## src/rtl/sha256_digest_accumulator_pkg.sv

```systemverilog
// Shared SHA-256 definitions: word geometry, initial hash value, FSM states.
package sha256_pkg;

  localparam int unsigned WORD_W   = 32;
  localparam int unsigned WORD_CNT = 8;
  localparam int unsigned IDX_W    = $clog2(WORD_CNT);
  localparam int unsigned BLOCK_W  = WORD_W * WORD_CNT;

  typedef logic [WORD_W-1:0]                 word_t;
  // Word 0 (H0 / a) sits in the most significant slot, matching the bus layout.
  typedef logic [WORD_CNT-1:0][WORD_W-1:0]   block_t;

  localparam block_t IV = {
    32'h6A09E667, 32'hBB67AE85, 32'h3C6EF372, 32'hA54FF53A,
    32'h510E527F, 32'h9B05688C, 32'h1F83D9AB, 32'h5BE0CD19
  };

  typedef enum logic [1:0] {
    IDLE = 2'd0,
    ACC  = 2'd1,
    LOAD = 2'd2,
    OUT  = 2'd3
  } state_e;

  // Map a logical word index (0 = H0) to its packed slot.
  function automatic logic [IDX_W-1:0] word_pos(input logic [IDX_W-1:0] idx);
    return IDX_W'(WORD_CNT - 1) - idx;
  endfunction

endpackage

```

## src/rtl/sha256_digest_accumulator_if.sv

```systemverilog
// Bus between the round engine / digest consumer and the digest accumulator.
//   master: drives block_done, first_block, last_block, work_vars, digest_ready
//   slave : drives h_init, load_initial, busy, digest, digest_valid, overrun
interface sha256_digest_accumulator_if;
  import sha256_pkg::*;

  logic               block_done;
  logic               first_block;
  logic               last_block;
  logic [BLOCK_W-1:0] work_vars;
  logic [BLOCK_W-1:0] h_init;
  logic               load_initial;
  logic               busy;
  logic [BLOCK_W-1:0] digest;
  logic               digest_valid;
  logic               digest_ready;
  logic               overrun;

  modport master (
    output block_done, first_block, last_block, work_vars, digest_ready,
    input  h_init, load_initial, busy, digest, digest_valid, overrun
  );

  modport slave (
    input  block_done, first_block, last_block, work_vars, digest_ready,
    output h_init, load_initial, busy, digest, digest_valid, overrun
  );

endinterface

```

## src/rtl/sha256_digest_accumulator.sv

```systemverilog
// SHA-256 intermediate-hash accumulator: adds the final working variables
// into H0..H7 with one shared 32-bit adder over 8 cycles, then either hands
// the chaining value back to the register bank or presents the digest.
//   clk : rising-edge clock
//   rst : asynchronous active-low reset
//   bus : slave side of sha256_digest_accumulator_if
module sha256_digest_accumulator
  import sha256_pkg::*;
(
  input  logic                        clk,
  input  logic                        rst,
  sha256_digest_accumulator_if.slave  bus
);

  state_e           r_state;
  state_e           w_state_nxt;
  logic [IDX_W-1:0] r_idx;
  block_t           r_h;
  block_t           r_shadow;
  logic             r_first;
  logic             r_last;
  logic             r_load_initial;
  logic             r_digest_valid;
  logic             r_busy;
  logic             r_overrun;

  logic             w_accept;
  logic             w_handshake;
  logic [IDX_W-1:0] w_pos;
  word_t            w_base;
  word_t            w_sum;

  // State register
  always_ff @(posedge clk or negedge rst) begin
    if (!rst) r_state <= IDLE;
    else      r_state <= w_state_nxt;
  end

  // Next-state logic and the shared word adder
  always_comb begin
    w_state_nxt = r_state;
    w_accept    = 1'b0;
    w_handshake = 1'b0;
    w_pos       = word_pos(r_idx);
    w_base      = r_first ? IV[w_pos] : r_h[w_pos];
    w_sum       = w_base + r_shadow[w_pos];
    case (r_state)
      IDLE: begin
        if (bus.block_done) begin
          w_accept    = 1'b1;
          w_state_nxt = ACC;
        end
      end
      ACC: begin
        if (r_idx == IDX_W'(WORD_CNT - 1)) w_state_nxt = r_last ? OUT : LOAD;
      end
      LOAD: w_state_nxt = IDLE;
      OUT: begin
        if (bus.digest_ready) begin
          w_handshake = 1'b1;
          w_state_nxt = LOAD;
        end
      end
      default: w_state_nxt = IDLE;
    endcase
  end

  // Datapath, flags and registered status outputs
  always_ff @(posedge clk or negedge rst) begin
    if (!rst) begin
      r_idx          <= '0;
      r_h            <= IV;
      r_shadow       <= '0;
      r_first        <= 1'b0;
      r_last         <= 1'b0;
      r_load_initial <= 1'b0;
      r_digest_valid <= 1'b0;
      r_busy         <= 1'b0;
      r_overrun      <= 1'b0;
    end else begin
      if (w_accept) begin
        r_shadow <= bus.work_vars;
        r_first  <= bus.first_block;
        r_last   <= bus.last_block;
        r_idx    <= '0;
      end
      if (r_state == ACC) begin
        r_h[w_pos] <= w_sum;
        r_idx      <= r_idx + IDX_W'(1);
      end
      // Re-arm with IV once the digest has been taken.
      if (w_handshake) r_h <= IV;
      if (bus.block_done && (r_state != IDLE)) r_overrun <= 1'b1;
      r_load_initial <= (w_state_nxt == LOAD);
      r_digest_valid <= (w_state_nxt == OUT);
      r_busy         <= (w_state_nxt != IDLE);
    end
  end

  assign bus.h_init       = r_h;
  assign bus.digest       = r_h;
  assign bus.load_initial = r_load_initial;
  assign bus.digest_valid = r_digest_valid;
  assign bus.busy         = r_busy;
  assign bus.overrun      = r_overrun;

endmodule

```

## src/flat_wrapper.sv

```systemverilog
// flat-port wrapper written by rule: the top's interface ports become plain ports
module sha256_digest_accumulator_flat import sha256_pkg::*;
  (clk, rst, bus_block_done, bus_first_block, bus_last_block, bus_work_vars, bus_digest_ready, bus_h_init, bus_load_initial, bus_busy, bus_digest, bus_digest_valid, bus_overrun);
  sha256_digest_accumulator_if bus_i ();
  input  logic clk;
  input  logic rst;
  input wire logic [$bits(bus_i.block_done)-1:0] bus_block_done;
  input wire logic [$bits(bus_i.first_block)-1:0] bus_first_block;
  input wire logic [$bits(bus_i.last_block)-1:0] bus_last_block;
  input wire logic [$bits(bus_i.work_vars)-1:0] bus_work_vars;
  input wire logic [$bits(bus_i.digest_ready)-1:0] bus_digest_ready;
  output wire logic [$bits(bus_i.h_init)-1:0] bus_h_init;
  output wire logic [$bits(bus_i.load_initial)-1:0] bus_load_initial;
  output wire logic [$bits(bus_i.busy)-1:0] bus_busy;
  output wire logic [$bits(bus_i.digest)-1:0] bus_digest;
  output wire logic [$bits(bus_i.digest_valid)-1:0] bus_digest_valid;
  output wire logic [$bits(bus_i.overrun)-1:0] bus_overrun;
  assign bus_i.block_done = bus_block_done;
  assign bus_i.first_block = bus_first_block;
  assign bus_i.last_block = bus_last_block;
  assign bus_i.work_vars = bus_work_vars;
  assign bus_i.digest_ready = bus_digest_ready;
  assign bus_h_init = bus_i.h_init;
  assign bus_load_initial = bus_i.load_initial;
  assign bus_busy = bus_i.busy;
  assign bus_digest = bus_i.digest;
  assign bus_digest_valid = bus_i.digest_valid;
  assign bus_overrun = bus_i.overrun;
  sha256_digest_accumulator u_core (.clk(clk), .rst(rst), .bus(bus_i));
endmodule
```

## config.mk

```make
export PLATFORM = sky130hd
export DESIGN_NAME = sha256_digest_accumulator_flat
export DESIGN_NICKNAME = d
export VERILOG_FILES = /design/src/rtl/sha256_digest_accumulator_pkg.sv /design/src/rtl/sha256_digest_accumulator_if.sv /design/src/rtl/sha256_digest_accumulator.sv /design/src/flat_wrapper.sv
export SDC_FILE = /design/constraint.sdc
export NUM_CORES = 1
export LEC_CHECK = 0
export CORE_AREA = 2 2 302 304
export DETAILED_ROUTE_END_ITERATION = 12
export DIE_AREA = 0 0 304 306
export SLEW_MARGIN = 20
export SYNTH_ARGS = -nofsm -noshare
export SYNTH_HDL_FRONTEND = slang
export SYNTH_SLANG_ARGS = --single-unit
```

## constraint.sdc

```tcl
create_clock -name clk -period 9.95 [get_ports clk]
set_input_delay 1.4925 -clock clk [delete_from_list [all_inputs] [get_ports clk]]
set_output_delay 1.4925 -clock clk [all_outputs]
set_load 0.05 [all_outputs]
```

==> flow_metrics.py <==
metrics = {
    "worst_setup_path": {
        "cp_slowest_cell": "dfrtp_4",
        "path_max_fanout": 32,
        "crit_type": "flop to flop",
        "rrSetupSlack_ns": 4.44,
        "worst_setup_path_end_kind": "flop",
        "critPathRequiredTime_ns": 10.42,
        "reg2reg_depth": 10,
        "cpPeakStageDelay_ns": 0.70,
        "r2r_end": "u_core.bus.digest[94]$_DFFE_PN0P_",
        "crit_path_start_kind": "flop",
        "crit_start": "u_core.r_idx[0]$_DFFE_PN0P_",
        "r2r_start": "u_core.r_idx[0]$_DFFE_PN0P_",
        "worstPathArrival_ns": 5.98,
        "critPathMostFrequentCell": "mux4_2",
        "crit_chain": "buf_4 -> mux4_2 -> mux4_2 -> ha_1 -> nand4_1 -> or4_1 -> o211ai_1 -> a41oi_1 -> xor2_1 -> o21ai_0",
    },
    "worst_hold_path": {
        "min_from": "u_core.bus.overrun$_DFFE_PN0P_",
        "min_path_type": "flop to flop",
        "holdPathEnd": "u_core.bus.overrun$_DFFE_PN0P_",
        "min_path_cells": 1,
    },
    "yosys": {
        "yosysSeqAreaShare_pct": 48.0,
        "synth_nets": 2727,
        "syn_area_per_cell_sq_um": 11.4,
        "synthCells": 2423,
        "yosys_warnings": 0,
        "synth_top_area_share_pct": 35.0,
        "async_reset_ff_share_pct": 100,
        "ys_top_cells_by_area": "dfrtp_1 (35%), dfstp_2 (13%), mux2_2 (11%)",
        "synth_ff_type": "dfrtp_1",
        "netlist_area_sq_um": 27600,
        "synth-seq-cells": 523,
        "synth.largest_area_cell": "dfrtp_1",
        "synth-edff-count": 0,
        "synthDistinctLibCells": 66,
    },
    "cts": {
        "h-tree-depth": 2,
        "post_cts_resized": 0,
        "cts_setup_buffers": 0,
        "cts_tree": "done",
        "cts_root_buf": "clkbuf_16",
        "hold_buffers": 0,
        "numCtsBuffers": 59,
        "cts_max_path_buffers": 3,
        "clk_latency_ns": 0.64,
        "cts.sinks": 523,
        "clk_pin_slew_worst_paths_ns": 0.06,
    },
    "floorplan": {
        "num_io_pins": 778,
        "dieWidth_um": 304,
        "fp-row-count": 110,
        "design.die.area_sq_um": 93000,
        "die_y_um": 306,
        "initial_core_util_pct": 30.8,
        "coreArea_sq_um": 89600,
    },
    "placed_design": {
        "routabilityCongestion": 0.908,
        "dp.cells": 3971,
        "numPortBuffers": 777,
        "dpl_cell_area_sq_um": 34600,
        "dp_hpwl_um": 85800,
    },
    "grt": {
        "grt_pass1_vias": 21300,
        "grt_first_pass_wirelength_um": 160000,
        "overflow": 0,
        "antenna_found_initial": 19,
        "globalRouteTotalUtil_pct": 23.6,
        "grt_max_degree": 173,
    },
    "finish": {
        "drive_above_1_share_pct": 23.1,
        "fin_area_sq_um": 36600,
        "fillCellCount": 8636,
        "nets": 3160,
        "layout_commonest_cell": "clkdlybuf4s50_1",
        "fin_util_pct": 40.8,
        "stdcell_count": 4089,
        "syn_to_final_growth_pct": 32.4,
        "layout_common_cells": "clkdlybuf4s50_1 (776), dfrtp_1 (383), o21ai_0 (381)",
    },
    "sta": {
        "rsz0062_at_grt": "no",
        "min_period_over_period_pct": 55.4,
        "tightestPinTransition_ns": 1.09,
        "slew_viol_final": 0,
        "fmax_mhz": 181,
        "tns_ns": 0,
        "setup_violations": 0,
        "max_slew_margin_pct": 27.0,
        "hold_viol": 0,
        "period_minus_slack_ns": 5.51,
        "clock_skew_ns": 0.0240,
    },
    "run_status": {
        "status": "completed",
    },
    "detailed_routing": {
        "dr.pass1.iters": 5,
        "ant_nets": 0,
        "vias": 21600,
        "drtIter0Drc": 1583,
        "drc": 0,
        "avgRoutedWirePerCell_um": 27.8,
        "wl_um": 114000,
        "via_per_inst": 5.27,
    },
    "run": {
        "maxCapViolCount": 0,
    },
}
[registers in the layout, indices dropped and copies added (netlist names)]
| name | flops |
|---|---|
| u_core.r_shadow | 256 |
| u_core.bus.digest | 256 |
| u_core.bus.busy | 1 |
| u_core.r_state | 2 |
| u_core.r_idx | 3 |
| u_core.bus.overrun | 1 |
| u_core.bus.digest_valid | 1 |
| u_core.bus.load_initial | 1 |
| u_core.r_first | 1 |
| u_core.r_last | 1 |
[per-stage QoR]
step	setup WS, ns	hold slack [ns]
2_1_floorplan	5.50	0.475
3_3_place_gp	4.53	0.453
3_5_place_dp	4.42	0.454
4_1_cts	4.42	0.478
5_1_grt	4.16	0.499
6_report	4.44	0.476
[synthesized netlist by cell type, types with 4 or more instances]
master and number:
buf_2 21, buf_4 256, o21ai_1 6, xor2_1 12, ha_1 41, nor2b_1 6, mux4_2 127, o21a_1 7
buf_1 14, and2_1 5, mux2_2 259, xnor2_1 14, mux2i_1 7, nor3_1 24, a21oi_1 84, nand3_1 112
o22ai_1 4, dfrtp_1 387, and3_1 6, a22o_1 4, a31oi_1 11, inv_1 16, o21bai_1 4, clkbuf_1 140
a211oi_1 7, o21ai_0 381, or3_1 9, a21o_1 16, nor2_1 59, dfstp_2 136, nand2b_1 10, nand4_1 6
o211ai_1 23, nand2_1 166
[layer usage]
layer  track usage (%)  part of all wire, %  vias to the layer above
met1              28.6                   39                    11000
met3              5.37                  7.0                      172
met2              41.6                   51                      939
li1                  -                    -                     9373
met5                 0                 0.18                        -
met4              7.50                  3.4                       30
[final cells by class]
type,instances,area [sq um],area share (%)
diodes,6,15.0,0.0410
clock inverters,18,198,0.540
flip-flops and latches,523,13300,36.3
well taps,1176,1470,4.02
clock buffers,94,1780,4.86
inverters,16,60.1,0.164
multi-input cells,1453,11800,32.2
repair buffers,803,8030,21.9
[worst max-delay path: cells and delay by family, from the launching register on]
family	cells	cell delay (ns)
buf+inv	1	0.62
compound gates	3	0.93
simple gates	2	0.73
xor+xnor	1	0.61
fa+ha+maj	1	0.46
mux	2	1.22
flops	1	0.70
[kinds of logic (layout without fill, tap and decap cells)]
family / count (synthesis) / in the layout / share of synthesized area, %
muxes: 393 / 393 / 21.2
other: 0 / 6 / 0
and+or+nand+nor: 413 / 413 / 6.76
AOI/OAI and AO/OA: 578 / 578 / 11.6
adders and majority gates: 42 / 42 / 1.93
xor gates and xnor gates: 27 / 27 / 0.883
buffers and inverters: 447 / 931 / 9.64
DFF: 523 / 523 / 48.0
[how the worst max path moves through the flow]
stage	endpoint	depth (start not counted)	slack, ns
global route	u_core.bus.digest[184]$_DFFE_PN0P_	17	4.16
detailed placement	u_core.bus.digest[94]$_DFFE_PN0P_	10	4.42
global placement	u_core.bus.digest[119]$_DFFE_PN0P_	14	4.53
floorplan	u_core.bus.digest[184]$_DFFE_PN0P_	18	5.50
finish	u_core.bus.digest[94]$_DFFE_PN0P_	10	4.44
CTS	u_core.bus.digest[94]$_DFFE_PN0P_	10	4.42
Power is left out: the tool's default activity adds up to more than one toggle a clock period on the data nets, which glitch-free logic cannot reach.
==> variant (config.mk and constraints unchanged) <==
Make the reset (`rst`) synchronous in 2 clocked blocks. Comments in the files are not updated.
--- a/src/rtl/sha256_digest_accumulator.sv
+++ b/src/rtl/sha256_digest_accumulator.sv
@@ -31,7 +31,7 @@
   word_t            w_sum;
 
   // State register
-  always_ff @(posedge clk or negedge rst) begin
+  always_ff @(posedge clk) begin
     if (!rst) r_state <= IDLE;
     else      r_state <= w_state_nxt;
   end
@@ -66,7 +66,7 @@
   end
 
   // Datapath, flags and registered status outputs
-  always_ff @(posedge clk or negedge rst) begin
+  always_ff @(posedge clk) begin
     if (!rst) begin
       r_idx          <= '0;
       r_h            <= IV;
Behaviour: differs if rst is asserted again (counterexample within 4 cycles, from zero or initial values and one cycle with rst low); with rst held inactive, the same outputs for 4 cycles.
==> variant against the unedited design <==
  * Critical path depth rose by 4
  * Worst setup slack got worse by 210 ps
  * Area after synthesis down 6.9%
  * Routed wire length rose by 1.2%
  * Sequential share of layout area down 6.0 points
  * Largest cell class is now multi-input gates
  * Critical endpoint is now u_core.bus.digest[30]$_SDFFE_PP1P_
  * Maximum frequency down 3.7%
  * Final area down 5.5%
  * Sequential cell count unchanged
Power is left out: it rests on default switching activity, and per cell area and clock period it moved more than threefold.
==> variant: results (changes against the unedited design) <==
<table>
<tr><th>Metric</th><th>Value</th></tr>
<tr><th colspan="2">Logic synthesis</th></tr>
<tr><td>Syn avg cell area</td><td>8.33 um2 (-27%)</td></tr>
<tr><td>Area fraction in compound gates after synthesis</td><td>15.7% (+4.0 points)</td></tr>
<tr><td>Mapped Nets</td><td>3394 (+24%)</td></tr>
<tr><td>Dominant combinational cell family by area after synthesis</td><td>simple AND/OR/NAND/NOR gates</td></tr>
<tr><td>Most frequent cells after synthesis</td><td>888 x sky130_fd_sc_hd__nand2_1, 523 x sky130_fd_sc_hd__dfxtp_1, 419 x sky130_fd_sc_hd__a21oi_1, 260 x sky130_fd_sc_hd__buf_4, 164 x sky130_fd_sc_hd__clkbuf_1</td></tr>
<tr><th colspan="2">Run status</th></tr>
<tr><td>Outcome</td><td>finished clean</td></tr>
<tr><th colspan="2">Setup path</th></tr>
<tr><td>Slowest CP cell</td><td>sky130_fd_sc_hd__dfxtp_4</td></tr>
<tr><td>Reg2reg setup slack</td><td>4220 ps (-210 ps)</td></tr>
<tr><td>Cell type group with the largest total delay on the critical path</td><td>compound AO/OA/AOI/OAI gates</td></tr>
<tr><td>R2R cell count</td><td>14 (+4)</td></tr>
<tr><td>Worst Path Arrival</td><td>6190 ps (+210 ps)</td></tr>
<tr><th colspan="2">STA</th></tr>
<tr><td>Worst clock skew</td><td>37.2 ps (+13.2 ps)</td></tr>
<tr><th colspan="2">Drt</th></tr>
<tr><td>Final routed wirelength across all metal layers</td><td>115000 um (+1.2%)</td></tr>
<tr><td>Detailed-route wire length on metal 1</td><td>45900 um (+4.7%)</td></tr>
<tr><td>Wire length on met3</td><td>7850 um (-1.9%)</td></tr>
<tr><td>Detailed-routed wire length on met2</td><td>57500 um (-0.35%)</td></tr>
<tr><td>Via density per instance</td><td>5.03 (-4.5%)</td></tr>
<tr><th colspan="2">GRT</th></tr>
<tr><td>Maximum number of pins on one net before global-route repair</td><td>164 (-5.2%)</td></tr>
<tr><td>Antenna violations before repair</td><td>17 (-2)</td></tr>
<tr><td>GRT met3 Usage</td><td>4.66% (-0.71 points)</td></tr>
<tr><td>Number of global-route vias before repair</td><td>22600 (+6.4%)</td></tr>
<tr><th colspan="2">Hold path</th></tr>
<tr><td>Hold-critical path depth</td><td>2 (+1)</td></tr>
<tr><td>Min-delay src</td><td>u_core.r_shadow[214]$_SDFFE_PN0P_</td></tr>
<tr><th colspan="2">Placement</th></tr>
<tr><td>Cell count after placement</td><td>4595 (+16%)</td></tr>
<tr><td>Placement-stage cell area</td><td>32500 um2 (-6.1%)</td></tr>
<tr><th colspan="2">Final layout</th></tr>
<tr><td>Filler cell count in the final layout</td><td>9174 (+6.2%)</td></tr>
<tr><td># nets final</td><td>3786 (+20%)</td></tr>
</table>
## variant: cell count changes after synthesis, moves of 9 or more
cell                       before  now
sky130_fd_sc_hd__mux2_2       259    3
sky130_fd_sc_hd__dfxtp_1        0  523
sky130_fd_sc_hd__nand3_1      112   38
sky130_fd_sc_hd__dfstp_2      136    0
sky130_fd_sc_hd__clkbuf_1     140  164
sky130_fd_sc_hd__nand2_1      166  888
sky130_fd_sc_hd__o211ai_1      23   75
sky130_fd_sc_hd__a21oi_1       84  419
sky130_fd_sc_hd__a211oi_1       7   16
sky130_fd_sc_hd__o21ai_0      381  124
sky130_fd_sc_hd__nor2_1        59  153
sky130_fd_sc_hd__buf_1         14   24
sky130_fd_sc_hd__dfrtp_1      387    0
## variant: how the worst max path moves through the flow
stage / endpoint / slack, ps / cells after the start
floorplan: u_core.bus.digest[126]$_SDFFE_PP1P_ / 5700 / 16
global placement: u_core.bus.digest[126]$_SDFFE_PP1P_ / 4290 / 14
detailed placement: u_core.bus.digest[30]$_SDFFE_PP1P_ / 4230 / 14
CTS: u_core.bus.digest[30]$_SDFFE_PP1P_ / 4210 / 14
global route: u_core.bus.digest[126]$_SDFFE_PP1P_ / 3810 / 14
finish: u_core.bus.digest[30]$_SDFFE_PP1P_ / 4220 / 14
## variant: area by class of cell
| cell class | instances | area share [%] |
|---|---|---|
| diodes | 1 | 0.00724 |
| clock buffers | 88 | 5.20 |
| clock inverters | 22 | 0.695 |
| inverters | 17 | 0.206 |
| multi-input cells | 2071 | 36.0 |
| flip-flops and latches | 523 | 30.3 |
| well taps | 1176 | 4.25 |
| repair buffers | 810 | 23.4 |
## variant: worst min-delay path, cell delays in order, from the launching register on
cell and delay, ps:
sky130_fd_sc_hd__dfxtp_1 300, sky130_fd_sc_hd__nand2_1 50, sky130_fd_sc_hd__a21oi_1 50
